File: config.mk
export PLATFORM = sky130hd
export DESIGN_NAME = posit_cast_sched
export DESIGN_NICKNAME = d
export VERILOG_FILES = /design/src/rtl/posit_cast_sched.sv
export SDC_FILE = /design/constraint.sdc
export NUM_CORES = 1
export LEC_CHECK = 0
export BUFFER_PORTS_ARGS = -buffer_cell sky130_fd_sc_hd__buf_2
export CORE_AREA = 5 5 75 77
export DETAILED_ROUTE_END_ITERATION = 8
export DIE_AREA = 0 0 80 82
export GPL_ROUTABILITY_DRIVEN = 0
export PLACE_DENSITY = 0.81
export SLEW_MARGIN = 30
export SYNTH_ARGS = -nofsm -noshare
export SYNTH_HDL_FRONTEND = slang
export SYNTH_SLANG_ARGS = --single-unit
File: constraint.sdc
create_clock -name clk_i -period 5.6 [get_ports clk_i]
set_input_delay 1.68 -clock clk_i [delete_from_list [all_inputs] [get_ports clk_i]]
set_output_delay 1.68 -clock clk_i [all_outputs]
set_load 0.03 [all_outputs]
File: src/rtl/posit_cast_sched.sv
// Purpose : round-robin share of one posit_cast_multi unit between NUM_REQ issue ports, tagged in-order return.
// Latency : 0 cycles issue (request handshake == cast-unit handshake), 0 cycles response routing.
// Backpr. : cu_ready_i=0 freezes the grant (HOLD); tag FIFO full blocks issue; rsp_ready_i of the head owner stalls cu results.
//
// Ports:
//   clk_i/rst_ni/flush_i               clock, async active-low reset, kill in-flight work
//   req_valid_i/req_ready_o            per-port request handshake (ready one-hot or zero)
//   req_operand_i/req_op_i/req_rnd_i   packed per-port payload (port p at slice p)
//   cu_valid_o/cu_ready_i/cu_*_o       granted op towards the cast unit, cu_flush_o mirrors flush_i
//   cu_valid_i/cu_ready_o/cu_result_i/cu_status_i   result from the cast unit
//   rsp_valid_o/rsp_ready_i/rsp_result_o/rsp_status_o  result routed to the owning port
//   busy_o                             op held or in flight
//   err_o                              1-cycle pulse after an untagged result was dropped
module posit_cast_sched #(
  parameter int WIDTH   = 32,
  parameter int NUM_REQ = 2,
  parameter int MAX_OUT = 2
) (
  input  logic                     clk_i,
  input  logic                     rst_ni,
  input  logic                     flush_i,
  input  logic [NUM_REQ-1:0]       req_valid_i,
  output logic [NUM_REQ-1:0]       req_ready_o,
  input  logic [NUM_REQ*WIDTH-1:0] req_operand_i,
  input  logic [NUM_REQ*2-1:0]     req_op_i,
  input  logic [NUM_REQ*3-1:0]     req_rnd_i,
  output logic                     cu_valid_o,
  input  logic                     cu_ready_i,
  output logic [WIDTH-1:0]         cu_operand_o,
  output logic [1:0]               cu_op_o,
  output logic [2:0]               cu_rnd_o,
  output logic                     cu_flush_o,
  input  logic                     cu_valid_i,
  output logic                     cu_ready_o,
  input  logic [WIDTH-1:0]         cu_result_i,
  input  logic [4:0]               cu_status_i,
  output logic [NUM_REQ-1:0]       rsp_valid_o,
  input  logic [NUM_REQ-1:0]       rsp_ready_i,
  output logic [WIDTH-1:0]         rsp_result_o,
  output logic [4:0]               rsp_status_o,
  output logic                     busy_o,
  output logic                     err_o
);

  localparam int IW = (NUM_REQ > 1) ? $clog2(NUM_REQ) : 1;
  localparam int PW = (MAX_OUT > 1) ? $clog2(MAX_OUT) : 1;
  localparam int CW = $clog2(MAX_OUT + 1);

  typedef enum logic {ST_ARB, ST_HOLD} state_t;

  state_t          r_state;
  logic [IW-1:0]   r_rr_ptr;
  logic [IW-1:0]   r_hold_id;
  logic [IW-1:0]   r_tags [MAX_OUT];
  logic [PW-1:0]   r_wr_ptr;
  logic [PW-1:0]   r_rd_ptr;
  logic [CW-1:0]   r_count;
  logic            r_err;

  logic            w_arb_any;
  logic [IW-1:0]   w_arb_id;
  logic [IW-1:0]   w_grant;
  logic [IW-1:0]   w_next_rr;
  logic [IW-1:0]   w_head;
  logic            w_issue_ok;
  logic            w_cu_vld;
  logic            w_push;
  logic            w_tagged;
  logic            w_cu_rdy;
  logic            w_pop;
  logic            w_drop;

  function automatic logic [PW-1:0] f_ptr_inc(input logic [PW-1:0] p);
    return (p == PW'(MAX_OUT - 1)) ? '0 : p + PW'(1);
  endfunction

  // Round-robin scan starting at r_rr_ptr; the first valid port wins.
  always_comb begin
    logic [IW-1:0] v_idx;
    v_idx     = '0;
    w_arb_any = 1'b0;
    w_arb_id  = r_rr_ptr;
    for (int i = 0; i < NUM_REQ; i++) begin
      v_idx = IW'((int'(r_rr_ptr) + i) % NUM_REQ);
      if (!w_arb_any && req_valid_i[v_idx]) begin
        w_arb_any = 1'b1;
        w_arb_id  = v_idx;
      end
    end
  end

  always_comb begin
    w_grant    = (r_state == ST_HOLD) ? r_hold_id : w_arb_id;
    w_next_rr  = (w_grant == IW'(NUM_REQ - 1)) ? '0 : w_grant + IW'(1);
    // Full check uses the registered count, so a same-cycle pop cannot free a slot.
    w_issue_ok = !flush_i && (r_count < CW'(MAX_OUT));
    w_cu_vld   = w_issue_ok && ((r_state == ST_HOLD) || w_arb_any);
    w_push     = w_cu_vld && cu_ready_i;
    w_head     = r_tags[r_rd_ptr];
    w_tagged   = cu_valid_i && (r_count != '0) && !flush_i;
    // With nothing tagged (or while flushing) results are sunk so the cast unit never wedges.
    w_cu_rdy   = ((r_count != '0) && !flush_i) ? rsp_ready_i[w_head] : 1'b1;
    w_pop      = w_tagged && w_cu_rdy;
    w_drop     = cu_valid_i && (r_count == '0) && !flush_i;
  end

  // Outputs are forced to zero while reset is asserted, including the pass-through paths.
  always_comb begin
    req_ready_o  = '0;
    cu_valid_o   = 1'b0;
    cu_operand_o = '0;
    cu_op_o      = '0;
    cu_rnd_o     = '0;
    cu_flush_o   = 1'b0;
    cu_ready_o   = 1'b0;
    rsp_valid_o  = '0;
    rsp_result_o = '0;
    rsp_status_o = '0;
    busy_o       = 1'b0;
    err_o        = 1'b0;
    if (rst_ni) begin
      cu_flush_o = flush_i;
      cu_valid_o = w_cu_vld;
      if (w_cu_vld) begin
        cu_operand_o = req_operand_i[int'(w_grant)*WIDTH +: WIDTH];
        cu_op_o      = req_op_i[int'(w_grant)*2 +: 2];
        cu_rnd_o     = req_rnd_i[int'(w_grant)*3 +: 3];
      end
      req_ready_o[w_grant] = w_push;
      rsp_valid_o[w_head]  = w_tagged;
      cu_ready_o   = w_cu_rdy;
      rsp_result_o = cu_result_i;
      rsp_status_o = cu_status_i;
      busy_o       = (r_count != '0) || (r_state == ST_HOLD);
      err_o        = r_err;
    end
  end

  // Arbitration FSM: HOLD keeps the grant on the port that saw backpressure.
  always_ff @(posedge clk_i or negedge rst_ni) begin
    if (!rst_ni) begin
      r_state   <= ST_ARB;
      r_rr_ptr  <= '0;
      r_hold_id <= '0;
      r_err     <= 1'b0;
    end else begin
      r_err <= w_drop;
      if (w_push) begin
        r_rr_ptr <= w_next_rr;
      end
      if (r_state == ST_ARB) begin
        if (w_cu_vld && !cu_ready_i) begin
          r_state   <= ST_HOLD;
          r_hold_id <= w_arb_id;
        end
      end else begin
        if (flush_i || cu_ready_i) begin
          r_state <= ST_ARB;
        end
      end
    end
  end

  // Tag FIFO of requester IDs, one entry per op inside the cast unit.
  always_ff @(posedge clk_i or negedge rst_ni) begin
    if (!rst_ni) begin
      r_wr_ptr <= '0;
      r_rd_ptr <= '0;
      r_count  <= '0;
      for (int k = 0; k < MAX_OUT; k++) begin
        r_tags[k] <= '0;
      end
    end else if (flush_i) begin
      r_wr_ptr <= '0;
      r_rd_ptr <= '0;
      r_count  <= '0;
    end else begin
      if (w_push) begin
        r_tags[r_wr_ptr] <= w_grant;
        r_wr_ptr         <= f_ptr_inc(r_wr_ptr);
      end
      if (w_pop) begin
        r_rd_ptr <= f_ptr_inc(r_rd_ptr);
      end
      if (w_push && !w_pop) begin
        r_count <= r_count + CW'(1);
      end else if (!w_push && w_pop) begin
        r_count <= r_count - CW'(1);
      end
    end
  end

endmodule

### Yosys cells after proc, flatten, opt, wreduce, memory -nomap -nowiden

Cells that the tools add are included.
W data, S select, Z words.

| cells by class | value |
|---|---|
| shift-type cells | 3 |
| multiplexer cells | 49 |
| bitwise operators | 6 |
| multiply operators | 1 |
| $lt $le $gt $ge | 10 |
| reductions and logical operators | 31 |
| add/subtract/negate cells | 6 |

Operator list:

| cell | count |
|---|---|
| $mux W32 | 3 |
| $shiftx A64 B7 Y32 | 1 |
| $mux W1 | 32 |
| $logic_and A1 B1 Y1 | 16 |
| $mux W2 | 7 |
| $lt A1 B2 Y1 const B | 4 |
| $mux W3 | 2 |
| $reduce_bool A2 Y1 | 3 |
| $shiftx A6 B4 Y3 | 1 |
| $logic_not A1 Y1 | 5 |
| $mux W5 | 1 |
| $add A1 B1 Y1 const B | 4 |
| $and A2 B2 Y2 | 2 |
| $ge A2 B2 Y1 const B | 2 |
| $not A1 Y2 | 2 |
| $reduce_and A2 Y1 | 2 |
| $shiftx A4 B3 Y2 | 1 |
| $demux W1 S1 | 3 |
| $logic_or A1 B1 Y1 | 3 |
| $mul A1 B2 Y3 const B | 1 |
| $reduce_bool A3 Y1 | 1 |
| $add A2 B1 Y2 const B | 1 |
| $bwmux W2 | 1 |
| $ge A1 B1 Y1 const B | 2 |
| 5 further kinds | 6 |

| word-level totals | value |
|---|---|
| word-level logic and storage cells | 115 |
| output and inout port bits | 83 |
| register bits | 10 |

### Logic depth before layout (Yosys ltp)

Gate-level depths: netlist of the first run.

| logic depth | value |
|---|---|
| depth after elaboration | 14 |
| mapped depth | 6 |
| mapped depth without buffers | 4 |

### Least setup slack after synthesis of the first run

OpenSTA, ideal clock, no wires.

| path | value |
|---|---|
| path kind | in2out |
| start | in req_valid_i[0] |
| end | out cu_op_o[0] |
| stages | 6 |
| path buffers | 2 |
| path slack | 0.972 ns |
| arrival | 2.948 ns |
| cell sequence | nor2b_1 -> o211a_1 -> buf_2 -> clkbuf_1 -> o21ai_0 -> a21oi_1 |

| on the way | value |
|---|---|
| word-level cells in the longest chain between the ends | 10 |
| elaborated cells between the ends (all ways) | 15 |

RTL lines:

| item | RTL line | source |
|---|---|---|
| from (decl) | 22 | `input logic [NUM_REQ-1:0] req_valid_i,` |
| $mux W1 (not written as such) (2 in a row) | 85 | `if (!w_arb_any && req_valid_i[v_idx]) begin` |
| $mux W1 | 85 |  |
| $logic_not A1 Y1 | 85 |  |
| $logic_and A1 B1 Y1 | 85 |  |
| $mux W1 | 85 |  |
| $mux W1 or $logic_or A1 B1 Y1 (tied branches) | 93, 97 |  |
| $shiftx A4 B3 Y2 or $logic_and A1 B1 Y1 (tied branches) | 126, 97 |  |
| $mux W2 * | 124 | `if (w_cu_vld) begin` |
| $mux W2 * | 121 | `if (rst_ni) begin` |
| to (decl) | 30 | `output logic [1:0] cu_op_o,` |

Every way passes the cells marked *; elsewhere a longest branch is shown, timed or not. The select of a mux whose other input is x is not followed.

### Worst setup path after layout of the first run

| path | value |
|---|---|
| start | in req_valid_i[0] |
| end | out cu_operand_o[14] |

| on the way | value |
|---|---|
| word-level cells in the longest chain between the ends | 10 |
| elaborated cells between the ends (all ways) | 15 |

RTL lines:

| item | RTL line | source |
|---|---|---|
| $mux W1 (not written as such) (2 in a row) | 85 |  |
| $mux W1 | 85 |  |
| $logic_not A1 Y1 | 85 |  |
| $logic_and A1 B1 Y1 | 85 |  |
| $mux W1 | 85 |  |
| $mux W1 or $logic_or A1 B1 Y1 (tied branches) | 93, 97 |  |
| $shiftx A64 B7 Y32 or $logic_and A1 B1 Y1 (tied branches) | 125, 97 |  |
| $mux W32 * | 124 |  |
| $mux W32 * | 121 |  |
| to (decl) | 29 | `output logic [WIDTH-1:0] cu_operand_o,` |

Marks and branches as above.

==> flow_summary.ini, run 1 <==
[global_routing]
grt_pass1_wl_mm = 9.75
grt_usage_pct = 17.9
busiest_layer = met2
grt_pass1_vias = 2251
antenna_found_initial = 0
met1_usage_pct = 21.8
gr-usage-met3_pct = 2.30
grt_max_degree = 48
grt_overflow = 0
grtUsageMet2_pct = 33.6

[synth]
synth_area_um2 = 1500
yosysWarnings = 0
syn_nets = 365
synth.largest_area_cell = and2_1
avgSynthCellArea_um2 = 6.12
synth_cell_types = 30
synthTopCellsByArea = and2_1 17%, dfrtp_1 17%, a21oi_1 14%
ys_seq_area_share_pct = 16.7
ys_ff_latch = 10
yosysTopAreaCellShare_pct = 16.7
synthCells = 245

[routing]
remaining_drc_errors = 0
drt_first_pass_iters = 4
vias = 2478
antenna_left = 0
wirelength_mm = 6.60
detail_route.wl_per_cell_um = 13.2
viasPerCell = 4.97
drtIter0Drc = 135

[critical_path]
endpoint_kind = primary output
reg2reg_depth = 4
critPathLaunchType = primary input
r2r_slack_ns = 3.93
path_max_fanout = 38
crit_arrival_ns = 3.02
r2r-end = r_count[0]
path_class = in -> out
required_ns = 3.92
r2r-start = r_rd_ptr

[floorplan]
start_util_pct = 30.3
coreArea_um2 = 4940
io_pins = 203
die_h_um = 82
die_x_um = 80
die_area_um2 = 6560
rows = 26

[cells_and_area]
nets = 550
area_growth_pct = 72.0
diodes = 0
drive_gt1_share_pct = 50.3
utilization_pct = 52.2

[hold_path]
hp-start = r_rr_ptr
hold_path.class = reg -> reg
holdPathEnd = r_rr_ptr
hold-path-cell-count = 2

[cts]
cts_repair_resize_count = 0
clock_path_buffers = 2
clkLatencyLatePin_ns = 0.24
clock-sinks = 10
cts_tree = built
root_buffer = clkbuf_8
cts.htree.levels = 1
ctsHoldBuffers = 0
clkTransAtPathRegs_ns = 0.05
numCtsBuffers = 3
cts_setup_buffers = 0

[pwr]
peakVddDrop_v = 0.0000884
p_sw_mw = 0.219
swShare_pct = 46.7
p_per_area_nw_per_um2 = 181
seq_power_share_pct = 20.2
power.internal_mw = 0.249
p_clk_share_pct = 19.5
p_leak_nw = 1.48
pwr-share-comb_pct = 60.3

[timing]
fin_tns_setup_ns = 0
slew_headroom_pct = 53.7
slew_violations = 0
timing.final.hold_violations = 0
skew_ns = 0.00216
period_share_pct = 83.9
finalSetupViolCount = 0
period_needed_ns = 4.70
rsz0062_at_grt = false
worst_slew_pin_slew_ns = 0.692
max_freq_ghz = 0.213

[run_status]
status = complete, no violations

[place]
port_buffers = 202
dp_hpwl_mm = 5.09

[job]
cap_violations = 0
metal layers:
layer	up-vias	wire length, µm	share of wire (%)
met3	2	560	8.5
li1	1230	-	-
met4	0	22	0.33
met2	121	3410	52
met5	-	0	0
met1	1125	2610	39
Yosys cell counts:
library cell / count
o21ai_0: 41
xnor2_1: 2
a221o_1: 1
o31ai_1: 1
or3_4: 1
a21oi_1: 42
mux2i_2: 1
buf_2: 7
and3_2: 1
nor4_1: 1
nand3_1: 41
and2_1: 40
nor2b_1: 2
clkbuf_2: 1
a31oi_1: 2
nor4b_1: 1
o211a_1: 1
o21bai_1: 1
or3_1: 1
nand2b_1: 1
clkbuf_1: 18
nor2_1: 9
nand2_1: 10
mux2_4: 1
and3_1: 1
inv_1: 4
a211oi_1: 1
a32o_1: 1
dfrtp_1: 10
o211ai_1: 1
how the worst max path moves through the flow:
stage	start	end	slack, ns
final	req_valid_i[0]	cu_operand_o[14]	0.90
after global routing	req_valid_i[0]	cu_operand_o[27]	0.74
after CTS	req_valid_i[0]	cu_operand_o[14]	0.90
after detailed placement	req_valid_i[0]	cu_operand_o[14]	0.90
after global placement	req_valid_i[0]	cu_operand_o[14]	0.94
after floorplan	req_valid_i[0]	cu_op_o[0]	0.97
through the flow:
| stage | cells | hold slack (ns) | worst slack, ns | power, mW | cell area [µm²] |
|---|---|---|---|---|---|
| floorplan | 245 | 0.455 | 0.972 | 0.283 | 1500 |
| global placement | 495 | 0.510 | 0.944 | 0.373 | 2520 |
| detailed placement | 495 | 0.520 | 0.905 | 0.379 | 2520 |
| CTS | 499 | 0.539 | 0.899 | 0.471 | 2580 |
| global route | 499 | 0.567 | 0.742 | 0.502 | 2580 |
| finish | 499 | 0.536 | 0.900 | 0.468 | 2580 |
sequential cells by signal, summed over array words and instances (netlist names):
signal / flops
r_state: 1
r_count: 2
r_rr_ptr: 1
r_hold_id: 1
r_wr_ptr: 1
r_tags: 2
r_rd_ptr: 1
r_err: 1
placed cells by master, fill, tap and decap left out, drive strengths merged:
cell type  count
a21oi         42
dfrtp         10
o21ai         41
a31oi          2
nor4           1
o211a          1
nor4b          1
and3           2
nor2           9
nand3         41
mux2           1
a221o          1
or3            2
buf          206
inv            4
o21bai         1
nand2         10
mux2i          1
nor2b          2
a211oi         1
and2          40
xnor2          2
clkbuf         4
nand2b         1
a32o           1
o31ai          1
o211ai         1
cell type report:
cell class / count / area, µm²
clock buffers: 4 / 55.1
fillers: 494 / 2370
inverters: 4 / 15.0
multi-input cells: 205 / 1130
flip-flops and latches: 10 / 250
well taps: 70 / 87.6
repair buffers: 206 / 1040
critical path: stages:
cell and delay (ns):
buf_2 0.13, nor2b_1 0.16, o211a_1 0.17, buf_4 0.30, o21ai_0 0.13, a21oi_1 0.20, buf_2 0.23
logic make-up (layout without fill, tap and decap cells):
group / after synthesis / after routing / synth area share (%)
flip-flops: 10 / 10 / 16.7
buffers and inverters: 30 / 214 / 8.18
AO/OA/AOI/OAI: 92 / 92 / 32.6
multiplexers: 2 / 2 / 1.92
XOR/XNOR: 2 / 2 / 1.17
AND/OR/NAND/NOR: 109 / 109 / 39.5
power by group through the flow:
| stage | registers (mW) | logic, mW | clock network (mW) |
|---|---|---|---|
| 5_1_grt | 0.0952 | 0.309 | 0.0972 |
| 3_5_place_dp | 0.0953 | 0.283 | 0 |
| 2_1_floorplan | 0.0922 | 0.191 | 0 |
| 6_report | 0.0945 | 0.282 | 0.0912 |
| 3_3_place_gp | 0.0945 | 0.278 | 0 |
| 4_1_cts | 0.0942 | 0.284 | 0.0928 |
(Power assumes the default switching activity.)
==> inputs of run 2 (changes only) <==
--- a/config.mk
+++ b/config.mk
@@ -6,11 +6,11 @@
 export NUM_CORES = 1
 export LEC_CHECK = 0
 export BUFFER_PORTS_ARGS = -buffer_cell sky130_fd_sc_hd__buf_2
-export CORE_AREA = 5 5 75 77
+export CORE_MARGIN = 5
+export CORE_UTILIZATION = 32
 export DETAILED_ROUTE_END_ITERATION = 8
-export DIE_AREA = 0 0 80 82
 export GPL_ROUTABILITY_DRIVEN = 0
-export PLACE_DENSITY = 0.81
+export PLACE_DENSITY = 0.83
 export SLEW_MARGIN = 30
 export SYNTH_ARGS = -nofsm -noshare
 export SYNTH_HDL_FRONTEND = slang
==> constraint.sdc (replaced) <==
create_clock -name clk_i -period 4.5 [get_ports clk_i]
set_input_delay 1.35 -clock clk_i [delete_from_list [all_inputs] [get_ports clk_i]]
set_output_delay 1.35 -clock clk_i [all_outputs]
set_load 0.03 [all_outputs]
==> run 2 against run 1 <==
  * Count of clock-buffer cells in the layout unchanged
  * First-iteration DRC count decreased by 8.9%
  * Register-to-register slack got worse by 1.1 ns
  * Hold slack got worse by 0.022 ns
  * Utilization increased by 3.2 points
  * Sequential cell count unchanged
  * Critical endpoint is now cu_operand_o[27]
  * Highest routed layer unchanged
==> flow_summary.ini, run 2 (synthesis results as in run 1) <==
[timing]
rsz0062_at_grt = false
fin_tns_setup_ns = 0
period_needed_ns = 4.01
max_freq_ghz = 0.249
timing.final.hold_violations = 0
worst_slew_pin_slew_ns = 0.595
slew_violations = 0
hold-worst-slack_ns = 0.514
skew_ns = 0.00146
period_share_pct = 89.2
finalSetupViolCount = 0
slew_headroom_pct = 60.3

[cells_and_area]
drive_gt1_share_pct = 50.2
reg_top3 = r_count (2), r_tags (2)
fin_area_um2 = 2560
nFillCells = 468
nets = 551
utilization_pct = 55.4
diodes = 0
layout_common_cells = 202 x buf_2, 42 x a21oi_1, 41 x nand3_1, 41 x o21ai_0, 39 x and2_1
final_common_cell = buf_2
area_growth_pct = 71.0

[cts]
ctsHoldBuffers = 0
clock-sinks = 10
clock_path_buffers = 2
clkTransAtPathRegs_ns = 0.05
clkLatencyLatePin_ns = 0.24
cts_repair_resize_count = 0
cts_setup_buffers = 0
cts.htree.levels = 1
numCtsBuffers = 3
root_buffer = clkbuf_8
cts_tree = built

[pwr]
p_sw_mw = 0.272
seq_power_share_pct = 20.1
p_per_area_nw_per_um2 = 227
p_leak_nw = 1.48
power_mw = 0.583
p_clk_share_pct = 19.4
pwr-share-comb_pct = 60.5
swShare_pct = 46.7
peakVddDrop_v = 0.0000973
power.internal_mw = 0.311

[routing]
wirelength_mm = 6.82
antenna_left = 0
viasPerCell = 5.05
drt_first_pass_iters = 4
remaining_drc_errors = 0
detail_route.wl_per_cell_um = 14.1
vias = 2444
drtIter0Drc = 123

[floorplan]
io_pins = 203
die_x_um = 78.4
start_util_pct = 32.4
die_h_um = 78.4
coreArea_um2 = 4630
rows = 25
die_area_um2 = 6150

[critical_path]
crit_arrival_ns = 2.66
critPathLaunchType = primary input
cpPeakStageDelay_ns = 0.31
crit_family = buffers and inverters
path_buf_inv = 3
critPathSlowestCell = buf_4
endpoint_kind = primary output
path_class = in -> out
crit_path_frequent_cell = buf_2
path_max_fanout = 38
required_ns = 3.15
crit_path_cell_trace = buf_2 > nor2b_1 > o211a_1 > buf_4 > o21ai_0 > a21oi_1 > buf_2

[place]
dp_hpwl_mm = 5.25
placed_cell_area_um2 = 2510
port_buffers = 202

[run_status]
status = complete, no violations

[global_routing]
grt_max_degree = 41
grt_pass1_wl_mm = 10.6
grt_usage_pct = 20.4
grt_overflow = 0
grt_pass1_vias = 2323
antenna_found_initial = 0

[job]
cap_violations = 0

[hold_path]
hold_path.class = reg -> reg
## run 2: path summary, 6_finish.rpt
path	startpoint	endpoint	slack [ns]	depth (start not counted)
worst min-delay path	r_rr_ptr	r_rr_ptr	0.51	2
max in group asynchronous	rst_ni	r_err	2.96	2
worst min register to register	r_rr_ptr	r_rr_ptr	0.51	2
worst max register to register	r_rd_ptr	r_count[0]	2.83	4
min in group asynchronous	rst_ni	r_rd_ptr	0.99	1
worst max-delay path	req_valid_i[0]	cu_operand_o[27]	0.49	7
## run 2: routing by layer
metal	routed length (µm)	GRT usage, %
met4	114	7.52
met3	389	1.49
met5	0	0
met2	3560	37.6
met1	2760	24.6
## run 2: layout make-up
type                    count  area (µm²)  area share, %
multi-input cells         205        1130           44.0
flip-flops and latches     10         250           9.76
clock buffers               4        55.1           2.15
repair buffers            207        1050           40.9
well taps                  54        67.6           2.64
inverters                   4        15.0          0.586
## run 2: worst register-to-register path, delay by kind of cell, from the launching register on
kind               cells  cell delay [ns]
muxes                  2             0.71
DFF                    1             0.38
AOI/OAI and AO/OA      1             0.26
and+or+nand+nor        1             0.20
## run 2: per-stage QoR
| stage | cells | setup WS, ns |
|---|---|---|
| floorplan | 245 | 0.532 |
| CTS | 484 | 0.498 |
| finish | 484 | 0.487 |
| global route | 484 | 0.357 |
| detailed placement | 480 | 0.511 |
| global placement | 480 | 0.519 |
## run 2: power groups by stage
stage	clock (mW)	combinational (mW)	sequential, mW
floorplan	0	0.238	0.115
global placement	0	0.346	0.118
detailed placement	0	0.354	0.118
CTS	0.114	0.355	0.117
global route	0.119	0.388	0.118
finish	0.113	0.353	0.117
